`src/rtl/window_pkg.sv`:
```
// Shared constants for the 5x5 window sequencer: FSM encodings and window geometry.
// No logic of its own.
package window_pkg;

   localparam logic [1:0] IDLE = 2'd0;
   localparam logic [1:0] FILL = 2'd1;
   localparam logic [1:0] RUN  = 2'd2;

   localparam int WIN_K  = 5;
   localparam int WIN_M1 = WIN_K - 1;

endpackage

```
`src/rtl/window_5x5_sequencer_mod_counter.sv`:
```
// Wrapping up-counter 0..MAX with synchronous clear; clear and count in one cycle counts from zero.
// wrap_o is combinational and marks the count that returns q to zero.
module mod_counter #(
   parameter int MAX = 4,
   parameter int W   = (MAX < 1) ? 1 : $clog2(MAX + 1)
) (
   input  logic         clk,
   input  logic         rst,
   input  logic         clr,
   input  logic         en,
   output logic         wrap_o,
   output logic [W-1:0] q
);

   logic [W-1:0] base;
   logic [W-1:0] q_nxt;

   always_comb begin
      base   = clr ? '0 : q;
      wrap_o = en && (base == W'(MAX));
      q_nxt  = base;
      if (wrap_o) begin
         q_nxt = '0;
      end else if (en) begin
         q_nxt = base + W'(1);
      end
   end

   always_ff @(posedge clk or negedge rst) begin
      if (!rst) begin
         q <= '0;
      end else begin
         q <= q_nxt;
      end
   end

endmodule

```
`src/rtl/window_5x5_sequencer.sv`:
```
// Column/row sequencer for the 5x5 window datapath; window flags and coordinates one cycle after done_i.
// No backpressure: every done_i is accepted and raises count_en in the same cycle.
module window_5x5_sequencer
   import window_pkg::*;
#(
   parameter int COLS = 7,
   parameter int ROWS = 7
) (
   input  logic                    clk,
   input  logic                    rst,
   input  logic                    frame_start_i,
   input  logic                    done_i,
   output logic                    count_en,
   output logic                    done_o,
   output logic                    progress_done_o,
   output logic [$clog2(COLS)-1:0] win_col_o,
   output logic [$clog2(ROWS)-1:0] win_row_o,
   output logic                    busy_o
);

   localparam int CW   = $clog2(COLS);
   localparam int RW   = $clog2(ROWS);
   localparam int RMAX = ROWS - WIN_K;
   localparam int RCW  = (RMAX < 1) ? 1 : $clog2(RMAX + 1);

   logic [1:0]     state;
   logic [1:0]     state_nxt;
   logic [1:0]     st_base;
   logic [CW-1:0]  col_q;
   logic [CW-1:0]  col_base;
   logic [RCW-1:0] row_q;
   logic           col_wrap;
   logic           row_wrap;
   logic           win_fire;
   logic           last_fire;

   mod_counter #(.MAX(COLS - 1), .W(CW)) u_col (
      .clk    (clk),
      .rst    (rst),
      .clr    (frame_start_i),
      .en     (done_i),
      .wrap_o (col_wrap),
      .q      (col_q)
   );

   mod_counter #(.MAX(RMAX), .W(RCW)) u_row (
      .clk    (clk),
      .rst    (rst),
      .clr    (frame_start_i),
      .en     (col_wrap),
      .wrap_o (row_wrap),
      .q      (row_q)
   );

   // frame_start_i restarts from IDLE before the same-cycle column is applied
   assign st_base  = frame_start_i ? IDLE : state;
   assign col_base = frame_start_i ? '0 : col_q;

   always_ff @(posedge clk or negedge rst) begin
      if (!rst) begin
         state           <= IDLE;
         done_o          <= 1'b0;
         progress_done_o <= 1'b0;
         win_col_o       <= '0;
         win_row_o       <= '0;
         busy_o          <= 1'b0;
      end else begin
         state           <= state_nxt;
         done_o          <= win_fire;
         progress_done_o <= last_fire;
         busy_o          <= (state_nxt != IDLE);
         if (win_fire) begin
            win_col_o <= col_base - CW'(WIN_M1);
            win_row_o <= RW'(row_q);
         end
      end
   end

   always_comb begin
      state_nxt = ((st_base == FILL) || (st_base == RUN)) ? st_base : IDLE;
      if (done_i) begin
         if (col_wrap) begin
            state_nxt = row_wrap ? IDLE : FILL;
         end else if (col_base >= CW'(WIN_M1 - 1)) begin
            state_nxt = RUN;
         end else begin
            state_nxt = FILL;
         end
      end
   end

   always_comb begin
      count_en  = done_i & rst;
      win_fire  = done_i && (st_base == RUN);
      last_fire = win_fire && col_wrap && row_wrap;
   end

endmodule
```
`config.mk`:
```
export PLATFORM = sky130hd
export DESIGN_NAME = window_5x5_sequencer
export DESIGN_NICKNAME = d
export VERILOG_FILES = /design/src/rtl/window_pkg.sv /design/src/rtl/window_5x5_sequencer_mod_counter.sv /design/src/rtl/window_5x5_sequencer.sv
export SDC_FILE = /design/constraint.sdc
export NUM_CORES = 1
export LEC_CHECK = 0
export CORE_MARGIN = 2
export CORE_UTILIZATION = 46
export CTS_BUF_LIST = sky130_fd_sc_hd__clkbuf_4 sky130_fd_sc_hd__clkbuf_8 sky130_fd_sc_hd__clkbuf_16
export CTS_CLUSTER_DIAMETER = 50
export CTS_CLUSTER_SIZE = 28
export DETAILED_ROUTE_END_ITERATION = 12
export PLACE_DENSITY = 0.78
export SYNTH_ARGS = -nofsm -noshare
export SYNTH_HDL_FRONTEND = slang
export SYNTH_SLANG_ARGS = --single-unit
```
`constraint.sdc`:
```
create_clock -name clk -period 1.5 [get_ports clk]
set_input_delay 0.3 -clock clk [delete_from_list [all_inputs] [get_ports clk]]
set_output_delay 0.3 -clock clk [all_outputs]
set_load 0.02 [all_outputs]
```
[Word-level counts from Yosys, hierarchy flattened]
Cells that the tools add are included.
Word-level totals
  flip-flop bits (word level): 15
  bits of input ports: 4
  output and inout bits: 10
  logic and storage cells: 36
Cells by class
  add/subtract/negate cells: 3
  order comparisons: 1
  equality and inequality tests: 4
  mux-type cells: 12
  bitwise gates (word level): 1
  reductions and logical operators: 7
Operators with widths (number)
  $mux 2: 8
  $mux 3: 3
  $logic_and 1x1->1: 5
  $eq 2x2->1 const B: 2
  $add 3x1->3 const B: 1
  $eq 3x3->1 const B: 1
  $ge 3x2->1 const B: 1
  $sub 3x3->3 const B: 1
  $add 2x1->2 const B: 1
  $eq 2x1->1 const B: 1
  $reduce_bool 2->1: 1
  $and 1x1->1: 1
  $logic_or 1x1->1: 1
  $mux 1: 1

[Longest topological paths before layout]
Gate-level depths: netlist (run 1).
  depth in word-level cells: 8
  depth in mapped cells: 6

[Hierarchy]
Synthesis (run 1) repeated with hierarchy kept, for this count alone.
Second synthesis, totals
  cell total of the unflattened synthesis: 62
  area, all modules: 743.2 um2
By module, submodules not included
  window_5x5_sequencer: times used 1, cells an instance 32, area an instance 436.7 um2, sequential area each 250.2 um2
  mod_counter at u_col: times used 1, cells an instance 20, area an instance 193.9 um2, sequential area each 75.1 um2
  mod_counter at u_row: times used 1, cells an instance 10, area an instance 112.6 um2, sequential area each 50.0 um2

[Worst setup path before layout (run 1)]
No wires, ideal clock.
  path type: reg2reg
  from: reg u_col.q[0]
  to: reg u_col.q[2]
  library setup time: 0.071 ns
  arrival time: 1.276 ns
  data required time: 1.429 ns
  path slack: 0.153 ns
  stages on the path, launching flop included: 6
  path buffers: 0
  path through: dfrtp_1 > and2b_1 > and2_1 > ha_1 > mux2_2 > nor2_1
Between the ends
  longest elaborated chain between the ends: 4
  elaborated cells between the ends (all ways): 6
RTL lines
  start, declared: RTL line window_5x5_sequencer_mod_counter.sv:12  | output logic [W-1:0] q
  start signal, assigned: RTL line window_5x5_sequencer_mod_counter.sv:33  | q <= q_nxt;
  $mux 3 (*): RTL line window_5x5_sequencer_mod_counter.sv:19  | base = clr ? '0 : q;
  $add 3x1->3 / $eq 3x3->1 (equally long branches): RTL line window_5x5_sequencer_mod_counter.sv:25, window_5x5_sequencer_mod_counter.sv:20
  $mux 3 / $logic_and 1x1->1 (equally long branches): RTL line window_5x5_sequencer_mod_counter.sv:24, window_5x5_sequencer_mod_counter.sv:20
  $mux 3 (*): RTL line window_5x5_sequencer_mod_counter.sv:22  | if (wrap_o) begin
  via u_col.q_nxt[2]: RTL line window_5x5_sequencer_mod_counter.sv:16  | logic [W-1:0] q_nxt;
Mark *: on every way through the listed nets, which the timed path passes. The rest lies on a longest branch.
A chain may end at the register's enable or synchronous reset.

[Worst setup path in the final report (run 1)]
Same ends and word-level chain as after synthesis.

==> impl_results.md, run 1 <==
* I/O pin total at 14
* Count of placed standard cells in the final layout, fillers left out at roughly 100
* Bufs on Longest Clock Path at 2
* Number of global-route vias before repair at 510
* Data arrival at the endpoint of the critical path at 1650 ps
* EDFF count, synth at 0
* Switching share of power at 26.0%
* Distinct cell type count after synthesis at 29
* Clock tree skew after final layout at 5.27 ps
* Top-area cell type share of the netlist area at 51.4%
* Global routing met2 resource utilization at 23.5%
* Sum Neg Setup Slack at 0 ps
* Fin crit period at between 1000 and 1500 ps
* Final setup violating endpoints at 0
* Hold WC Path Type: primary input to asynchronous set/reset pin
* Logic depth of the worst register-to-register path at 5
* Instance count of the mapped netlist at between 60 and 70
* Largest net degree at the start of global routing at 16
* Combinational family with the most area after synthesis: simple AND/OR/NAND/NOR gates
* Combinational share of power at 14.0%
* Chip height at 43.9 um
* Residual overflow from global routing at 0
* H-tree depth at 1
* Unrepaired setup endpoints after global routing: no
* Final #Nets at 92
* Final-report max-slew violation count at 0
* Antenna-violating nets left at 0
* Count of state elements after synthesis at 15
* Met3 usage at 3.75%
* Max stage delay cell, worst path: sky130_fd_sc_hd__dfrtp_1
* Number of warnings reported in the yosys synthesis log at 0
* Post-Synth Simple-Gate Area at approximately 18%
* # port buffers at 12
* Fmax at 0.700 GHz
* Endpoint of the lowest-slack register-to-register path: u_col.q[2]
* Crit-path max cell delay at 440 ps
* Register-to-register path setup slack at ~71 ps
* Most Used Layer, Global Route: met2
* Worst Path Max Fanout at 5
* Count of placed standard cells including taps at just under 100
* Skew-Pair Late Insertion Delay at approximately 290 ps
* Tot GR Track Use at 15.6%
* Vias after detailed routing at 545
* Starting utilization of the core area at 49.1%
* FF/Latch Area at 375 sq um
* Internal cell power at roughly 580 uW
* Final weighted congestion of routability-driven global placement at 0.805
* Core region area at 0.00149 sq mm
* Multi-input logic area at between 300 and 400 sq um
* Kind of start point of the critical path: flip-flop
* Register area share after synthesis at 51.4%
* Post-synthesis net count at 67
* Number of filler cells placed in the layout at 122
* Die Outline Area at 0.00192 sq mm
* Die Width at 43.9 um
* Drt first pass iters at 5
* Type of the worst setup path: flip-flop to flip-flop
* Maximum ir drop on the vdd rail at 0.479 mV
* Detailed placement HPWL at roughly 900 um
* Proportion of synthesized flip-flops having asynchronous set or reset at 100%
* Dominant synthesized flop cell: sky130_fd_sc_hd__dfrtp_1
* Run status: complete, no violations
* Global-route wire length before repair at 2210 um
* Avg Synthesized Cell Area at 12.0 sq um
* Detail-routed net length per standard cell at 12.5 um
* Mux share of post-synthesis cell area at between 10% and 20%
* Cell-by-cell listing of the critical path: and2b_1 -> and2_1 -> ha_1 -> mux2_2 -> nor2_1
* Worst EP required at roughly 1700 ps
* Clock transition at the register clock pins on the worst setup and hold paths after CTS at 90 ps
* Top post-synthesis cells by area: sky130_fd_sc_hd__dfrtp_1 51%, sky130_fd_sc_hd__mux2_4 10%, sky130_fd_sc_hd__ha_1 3.4%, sky130_fd_sc_hd__nor2_1 2.6%, sky130_fd_sc_hd__xnor2_1 2.4%
* Area growth from synthesis to layout at 28.8%
* Most common cell in the synthesized netlist: sky130_fd_sc_hd__dfrtp_1
* Num CTS Buffers at 3
* Num rows at 14
* CTS root buf: sky130_fd_sc_hd__clkbuf_4
* Switching Power at roughly 200 uW
* Clock sink count at 15
* Ant. Diodes at 0
* Period utilisation layout at 95.3%
* Post-synthesis xor/xnor area fraction at approximately 2.4%
* Critical R2R Launch: u_col.q[0]
* Remaining DRCs at 0
* Post-synthesis compound-gate area fraction at 6.34%
* Number of maximum-capacitance constraint violations at 0
* Leak Pwr at around 0.00048 uW
* Count of endpoints failing hold in the final timing report at 0
* DRC violation total after the first TritonRoute iteration at 8
* Fraction of final layout cells with drive strength greater than 1 at between 20% and 30%
* TritonCTS clock tree: built
* Top cell type by total area after synthesis: sky130_fd_sc_hd__dfrtp_1
* Antenna violations before repair at 0
* Seq pwr share at 56.2%
* Crit path capture type: flip-flop
* Commonest cells in the synthesized netlist: 15 x sky130_fd_sc_hd__dfrtp_1, 5 x sky130_fd_sc_hd__mux2_4, 5 x sky130_fd_sc_hd__nor2_1
* Met1 usage at between 20% and 30%
* Power per cell area at 834 mW/mm^2
* Total design power at 785 uW
* Via count normalized by instance count at about 5.4
* Synthesized-area fraction occupied by adder cells at 3.42%
* Final routed wirelength across all metal layers at 1260 um
* Summed instance area of the synthesized netlist at 731 sq um
* Clock power share at 29.8%
-- worst max-delay path: cells and delay by family (launching register included) --
| kind | cells | cell delay (ps) |
|---|---|---|
| adders and majority gates | 1 | 260 |
| DFF | 1 | 440 |
| muxes | 1 | 250 |
| and+or+nand+nor | 3 | 420 |
-- how the worst max path moves through the flow --
stage	to	start
after floorplan	u_col.q[2]	u_col.q[0]
after detailed placement	u_col.q[2]	frame_start_i
final	u_col.q[2]	u_col.q[0]
after global placement	u_col.q[2]	frame_start_i
after CTS	count_en	done_i
after global routing	u_col.q[2]	u_col.q[0]
-- cells by family (layout without fill, tap and decap cells) --
family | after synthesis | count (layout)
AOI/OAI and AO/OA | 7 | 7
xor gates and xnor gates | 2 | 2
adders and majority gates | 2 | 2
buffers and inverters | 6 | 30
DFF | 15 | 15
muxes | 7 | 7
other | 1 | 1
and+or+nand+nor | 21 | 21
-- area by class of cell --
| class | instances | area share, % |
|---|---|---|
| flip-flops and latches | 15 | 39.9 |
| multi-input cells | 40 | 34.0 |
| repair buffers | 23 | 19.8 |
| clock buffers | 3 | 2.39 |
| well taps | 16 | 2.13 |
| inverters | 3 | 1.20 |
| clock inverters | 1 | 0.532 |
-- state kept, by name, indices dropped and copies added, names as in the netlist --
register / cells
u_row.q: 2
busy_o: 1
u_col.q: 3
done_o: 1
state: 2
win_col_o: 3
progress_done_o: 1
win_row_o: 2
-- what timing repair did --
action                                  in CTS  in global routing
resized for setup                           11                  1
setup buffers                                0                  0
endpoints found under the setup margin      10                  1
hold buffers                                 0                  0
-- metrics by stage --
| stage | worst slack (ps) | hold WS [ps] | cell area [sq um] | util [%] |
|---|---|---|---|---|
| global route | 3.76 | 367 | 941 | 63.2 |
| detailed placement | -297 | 497 | 930 | 62.4 |
| global placement | -280 | 488 | 930 | 62.4 |
| finish | 71.2 | 336 | 941 | 63.2 |
| CTS | 9.43 | 342 | 946 | 63.5 |
| floorplan | 153 | 4.41 | 731 | - |
-- power by group through the flow --
stage | clock network (uW) | registers [uW] | logic (uW)
6_report | 234 | 441 | 110
5_1_grt | 251 | 444 | 123
4_1_cts | 236 | 441 | 112
3_5_place_dp | 0 | 449 | 118
3_3_place_gp | 0 | 448 | 116
2_1_floorplan | 0 | 454 | 53.9
-- cell usage in the layout, fill, tap and decap left out, drive strengths merged, types with 2 or more instances in the layout --
master / count
and2: 3
and2b: 2
buf: 11
clkbuf: 4
clkdlybuf4s50: 2
dfrtp: 15
dlygate4sd2: 9
ha: 2
inv: 3
mux2: 6
nand2: 2
nand2b: 2
nor2: 5
o21ai: 3
xnor2: 2
-- per-layer routing --
layer | share of wire, % | wire, um
met2 | 44 | 558
met1 | 49 | 615
met5 | 0 | 0
met4 | 1.8 | 23
met3 | 5.2 | 66
No activity file was read; power rests on OpenSTA's default activity.
==> inputs of run 2 (changes only) <==
REMOVE_ABC_BUFFERS = 1   (was unset)
SLEW_MARGIN = 0   (was unset)
==> run 2 against run 1 <==
Compared with the run above: total power is 1.1% lower; count of clock-buffer cells in the layout stayed put; cell count decreased by 0.99%; combinational power about the same; critical endpoint is now win_row_o[1]; largest cell class unchanged; highest routed layer unchanged.
==> impl_results.md, run 2 (synthesis results as in run 1) <==
* Cell-by-cell listing of the critical path: clkdlybuf4s50_1 -> buf_4 -> and3_1 -> buf_12 -> mux2_4
* Via count normalized by instance count at 5.36
* Number of filler cells placed in the layout at 124
* Fmax at 0.699 GHz
* Most frequent standard cell in the layout excluding fill and tap cells: sky130_fd_sc_hd__dfrtp_1
* Power per cell area at 812 mW/mm^2
* Vias after detailed routing at 536
* Hold WC Path Type: primary input to asynchronous set/reset pin
* Residual overflow from global routing at 0
* Clock power share at about 29%
* Final weighted congestion of routability-driven global placement at between 0.7 and 0.8
* Setup Buffers After CTS at 0
* Die Outline Area at 0.00192 sq mm
* Switching Power at a little under 200 uW
* H-tree depth at 1
* Detail-routed net length per standard cell at 13.1 um
* Clock tree skew after final layout at 4.14 ps
* Starting utilization of the core area at approximately half
* Clock sink count at 15
* Leak Pwr at 0.000479 uW
* Final #Nets at 91
* Chip height at 43.9 um
* Final setup violating endpoints at 0
* Multi-input logic area at 330 sq um
* Final routed wirelength across all metal layers at 1310 um
* Antenna violations before repair at 0
* Maximum ir drop on the vdd rail at 0.435 mV
* Combinational share of power at between 10 and 15%
* Final-report max-slew violation count at 0
* Num CTS Buffers at 3
* Area growth from synthesis to layout at 30.8%
* Max stage delay cell, worst path: sky130_fd_sc_hd__clkdlybuf4s50_1
* Core region area at 0.00149 sq mm
* Num rows at 14
* Skew-Pair Late Insertion Delay at 290 ps
* Seq pwr share at 56.7%
* Switching share of power at approximately 25%
* Number of maximum-capacitance constraint violations at 0
* Die Width at 43.9 um
* Worst Path Max Fanout at 11
* Logic depth of the worst register-to-register path at 5
* # port buffers at 12
* Detailed placement HPWL at 994 um
* Number of global-route vias before repair at 490
* Drt first pass iters at 4
* Data arrival at the endpoint of the critical path at roughly 1600 ps
* Fin worst setup slack at between 60 and 70 ps
* Kind of start point of the critical path: primary input
* Crit path capture type: flip-flop
* Run status: complete, no violations
* Count of endpoints failing hold in the final timing report at 0
* Sum Neg Setup Slack at 0 ps
* # hold bufs at CTS at 0
* TritonCTS clock tree: built
* Bufs on Longest Clock Path at 2
* Global-route wire length before repair at 2160 um
* Area after detailed placement at 935 sq um
* Largest net degree at the start of global routing at 16
* Ant. Diodes at 0
* Leading cell types in the layout, fill and taps excluded: 15 x sky130_fd_sc_hd__dfrtp_1, 9 x sky130_fd_sc_hd__dlygate4sd2_1, 9 x sky130_fd_sc_hd__buf_4
* I/O pin total at 14
* Worst EP required at 1680 ps
* Fin crit period at 1430 ps
* Endpoint of the lowest-slack register-to-register path: u_col.q[2]
* Fraction of final layout cells with drive strength greater than 1 at 29.8%
* Clock transition at the register clock pins on the worst setup and hold paths after CTS at roughly 90 ps
* Total design power at 776 uW
* DRC violation total after the first TritonRoute iteration at 4
* Register-to-register path setup slack at 90 ps
* Tot GR Track Use at 16.0%
* Critical R2R Launch: u_col.q[0]
* Period utilisation layout at 95.4%
* CTS root buf: sky130_fd_sc_hd__clkbuf_4
* Antenna-violating nets left at 0
* Unrepaired setup endpoints after global routing: no
* Pre-CTS setup slack at -363 ps
* Crit-path max cell delay at 480 ps
* Registers with the highest flip-flop counts: u_col.q x3, win_col_o x3
* Remaining DRCs at 0
* Type of the worst setup path: primary input to flip-flop
* Internal cell power at 579 uW
* FF/Latch Area at 375 sq um
* Design Area, Final at 956 sq um
==> run 2: cell types whose count changed in the layout (fill, tap and decap cells not counted), sizes merged <==
| cell | previous run | this run |
|---|---|---|
| clkbuf | 4 | 3 |
==> run 2: cell type report <==
class,count,area share [%]
Timing Repair Buffer,22,20.0
Multi-Input combinational cell,40,34.6
Inverter,3,1.18
Sequential cell,15,39.3
Clock buffer,3,2.36
Tap cell,16,2.09
Clock inverter,1,0.524
==> run 2: through the flow <==
step / std cells / utilization (%) / hold slack, ps
global route: 100 / 64.2 / 362
CTS: 100 / 64.6 / 348
detailed placement: 96 / 62.8 / 497
global placement: 96 / 62.8 / 490
finish: 100 / 64.2 / 342
floorplan: 58 / - / 4.41
==> run 2: worst max-delay path by stage <==
stage                  startpoint              end  slack [ps]  cells past startpoint
floorplan              u_col.q[0]       u_col.q[2]         150                      5
global placement           done_i         count_en        -320                      3
detailed placement  frame_start_i  progress_done_o        -360                      6
CTS                        done_i         count_en          30                      3
global route           u_col.q[0]       u_col.q[2]          20                      5
finish                     done_i     win_row_o[1]          70                      5
==> run 2: critical path, delay by kind of cell <==
family / cells / cell delay [ps]
buffers and inverters: 3 / 800
and+or+nand+nor: 1 / 210
muxes: 1 / 290
==> run 2: what timing repair did <==
action | CTS | global route
endpoints found under the hold margin | 0 | 0
endpoints found under the setup margin | 16 | 1
resized for setup | 14 | 1
==> run 2: power by group through the flow <==
stage / logic (uW) / clock network, uW / registers [uW]
after floorplan: 48.2 / 0 / 454
after global placement: 114 / 0 / 447
after detailed placement: 116 / 0 / 448
after CTS: 110 / 230 / 440
after global routing: 120 / 252 / 442
final: 109 / 227 / 440
==> run 2: routing by layer <==
layer	part of all wire, %	GRT usage (%)	vias up
met2	51	25.6	16
met5	0	0	-
met1	42	19.0	266
li1	-	-	250
met3	4.4	3.75	4
met4	3.0	10.9	0
==> inputs of run 3 (changes only) <==
GPL_TIMING_DRIVEN = 0   (was unset)
==> run 3 against run 2 <==
Compared with the run above: die area did not move; sequential share of layout area rose by 3.0 points; total power rose by 1.1%; non-clock buffer count fell by 7; largest power group unchanged; sequential cell count did not move; utilization fell by 4.5 points.
==> impl_results.md, run 3 (synthesis results as in run 1) <==
* Final-report max-slew violation count at 0
* DRC violation total after the first TritonRoute iteration at 9
* Max stage delay cell, worst path: sky130_fd_sc_hd__dfrtp_1
* Remaining DRCs at 0
* Number of maximum-capacitance constraint violations at 0
* Number of filler cells placed in the layout at 124
* Final setup violating endpoints at 0
* Num rows at 14
* Most frequent standard cell in the layout excluding fill and tap cells: sky130_fd_sc_hd__dfrtp_1
* Residual overflow from global routing at 0
* Fmax at just under 0.7 GHz
* Clock power share at 30.5%
* Final #Nets at 84
* Run status: complete, no violations
* Detail-routed net length per standard cell at 13.1 um
* Critical R2R Launch: u_col.q[0]
* Switching share of power at approximately a quarter
* Fraction of final layout cells with drive strength greater than 1 at 22.1%
* Final routed wirelength across all metal layers at 1220 um
* TritonCTS clock tree: built
* I/O pin total at 14
* Period utilisation layout at 95.8%
* Worst setup startpoint: u_col.q[0]
* Detailed placement HPWL at 830 um
* Multi-input logic area at 323 sq um
* Critical path buffers and inverters at 0
* Pre-CTS setup slack at -872 ps
* Logic depth of the worst register-to-register path at 5
* Antenna-violating nets left at 0
* Worst EP required at 1730 ps
* Core region area at 0.00149 sq mm
* Register-to-register path setup slack at 60 ps
* Hold endpoint: u_col.q[1]
* Global-route wire length before repair at 2080 um
* Number of global-route vias before repair at 497
* Fin crit period at 1440 ps
* Drt first pass iters at 4
* Cell count along the critical path at 5
* Clock transition at the register clock pins on the worst setup and hold paths after CTS at around 90 ps
* Maximum ir drop on the vdd rail at 0.409 mV
* Hold WS at 456 ps
* Number of instances on the worst hold path at 2
* Unrepaired setup endpoints after global routing: no
* Data arrival at the endpoint of the critical path at approximately 1700 ps
* Crit-path max cell delay at approximately 400 ps
* Clock sink count at 15
* Family of cells with the greatest summed delay on the critical path: simple AND/OR/NAND/NOR gates
* Internal cell power at 577 uW
* Leak Pwr at approximately 0.00044 uW
* Type of the worst setup path: flip-flop to flip-flop
* Antenna violations before repair at 0
* Vias after detailed routing at a little under 500
* Count of endpoints failing hold in the final timing report at 0
* Largest net degree at the start of global routing at 16
* Bufs on Longest Clock Path at 2
* Crit path capture type: flip-flop
* Power per cell area at 882 mW/mm^2
* Hold Startpoint: frame_start_i
* # port buffers at 12
* Worst slew margin relative to its limit at around 57%
* Via count normalized by instance count at 5.26
* Tot GR Track Use at 15.6%
* Fin worst setup slack at 62.6 ps
* Switching Power at 207 uW
* Chip height at roughly 44 um
* Registers with the highest flip-flop counts: u_col.q x3, win_col_o x3
* Seq pwr share at 55.9%
* FF/Latch Area at 375 sq um
* Endpoint of the lowest-slack register-to-register path: u_col.q[2]
* Area growth from synthesis to layout at 21.6%
* Worst-Margin Slew at approximately 640 ps
* Count of placed standard cells including taps at 86
* Leading cell types in the layout, fill and taps excluded: 15 x sky130_fd_sc_hd__dfrtp_1, 10 x sky130_fd_sc_hd__dlygate4sd2_1, 5 x sky130_fd_sc_hd__mux2_4
* Combinational share of power at 13.6%
* Worst Path Max Fanout at 4
* Cell-by-cell listing of the critical path: and2b_1 -> and2_1 -> ha_1 -> mux2_2 -> nor2_2
* Kind of start point of the critical path: flip-flop
* Final weighted congestion of routability-driven global placement at 0.764
* Ant. Diodes at 0
* Count of placed standard cells in the final layout, fillers left out at 93
* Hold WC Path Type: primary input to flip-flop
* Num CTS Buffers at 3
* Starting utilization of the core area at 49.1%
* Skew-Pair Late Insertion Delay at approximately 290 ps
* Die Width at between 40 and 50 um
* CTS root buf: sky130_fd_sc_hd__clkbuf_4
* H-tree depth at 1
* Clock tree skew after final layout at around 2.7 ps
* Die Outline Area at 0.00192 sq mm
[run 3: changes by cell type in the layout (fill, tap and decap cells not counted), sizes merged]
cell	before	now
buf	11	3
clkdlybuf4s15	0	1
clkdlybuf4s50	2	0
dlygate4sd2	9	10
dlygate4sd3	0	1
[run 3: final cells by class]
class,instances,share of cell area [%]
tap,16,2.25
sequential,15,42.3
multi-input combinational,40,36.3
timing repair buffer,15,14.8
clock buffer,3,2.54
inverter,3,1.27
clock inverter,1,0.563
[run 3: what timing repair did]
action | in CTS | in global routing
hold buffers | 1 | 0
hold endpoints to repair | 15 | 0
resized for setup | 19 | 1
buffers inserted | 1 | 1
endpoints found under the setup margin | 17 | 1
[run 3: layer usage]
layer	up-vias	GRT usage, %	part of all wire (%)	routed length, um
met5	-	0	0	0
met4	0	13.3	3.1	38
met3	6	5.00	4.6	56
met2	13	24.1	50	607
met1	229	17.2	42	517
li1	241	-	-	-
[run 3: worst max path at each step]
stage,to
after floorplan,u_col.q[2]
after global placement,count_en
after detailed placement,count_en
after CTS,u_col.q[2]
after global routing,u_col.q[2]
final,u_col.q[2]
[run 3: through the flow]
step | utilization [%] | setup TNS (ps) | total power, uW | instance area, sq um
after floorplan | - | 0 | 502 | 707
after global placement | 56.9 | -5250 | 546 | 847
after detailed placement | 56.9 | -5570 | 550 | 847
after CTS | 59.0 | 0 | 787 | 878
after global routing | 59.7 | 0 | 824 | 888
final | 59.7 | 0 | 784 | 888
[run 3: power by group through the flow]
stage               sequential (uW)  clock [uW]  combinational (uW)
floorplan                       454           0                48.2
finish                          439         239                 107
detailed placement              448           0                 102
global route                    441         265                 118
CTS                             439         245                 103
global placement                446           0                99.4
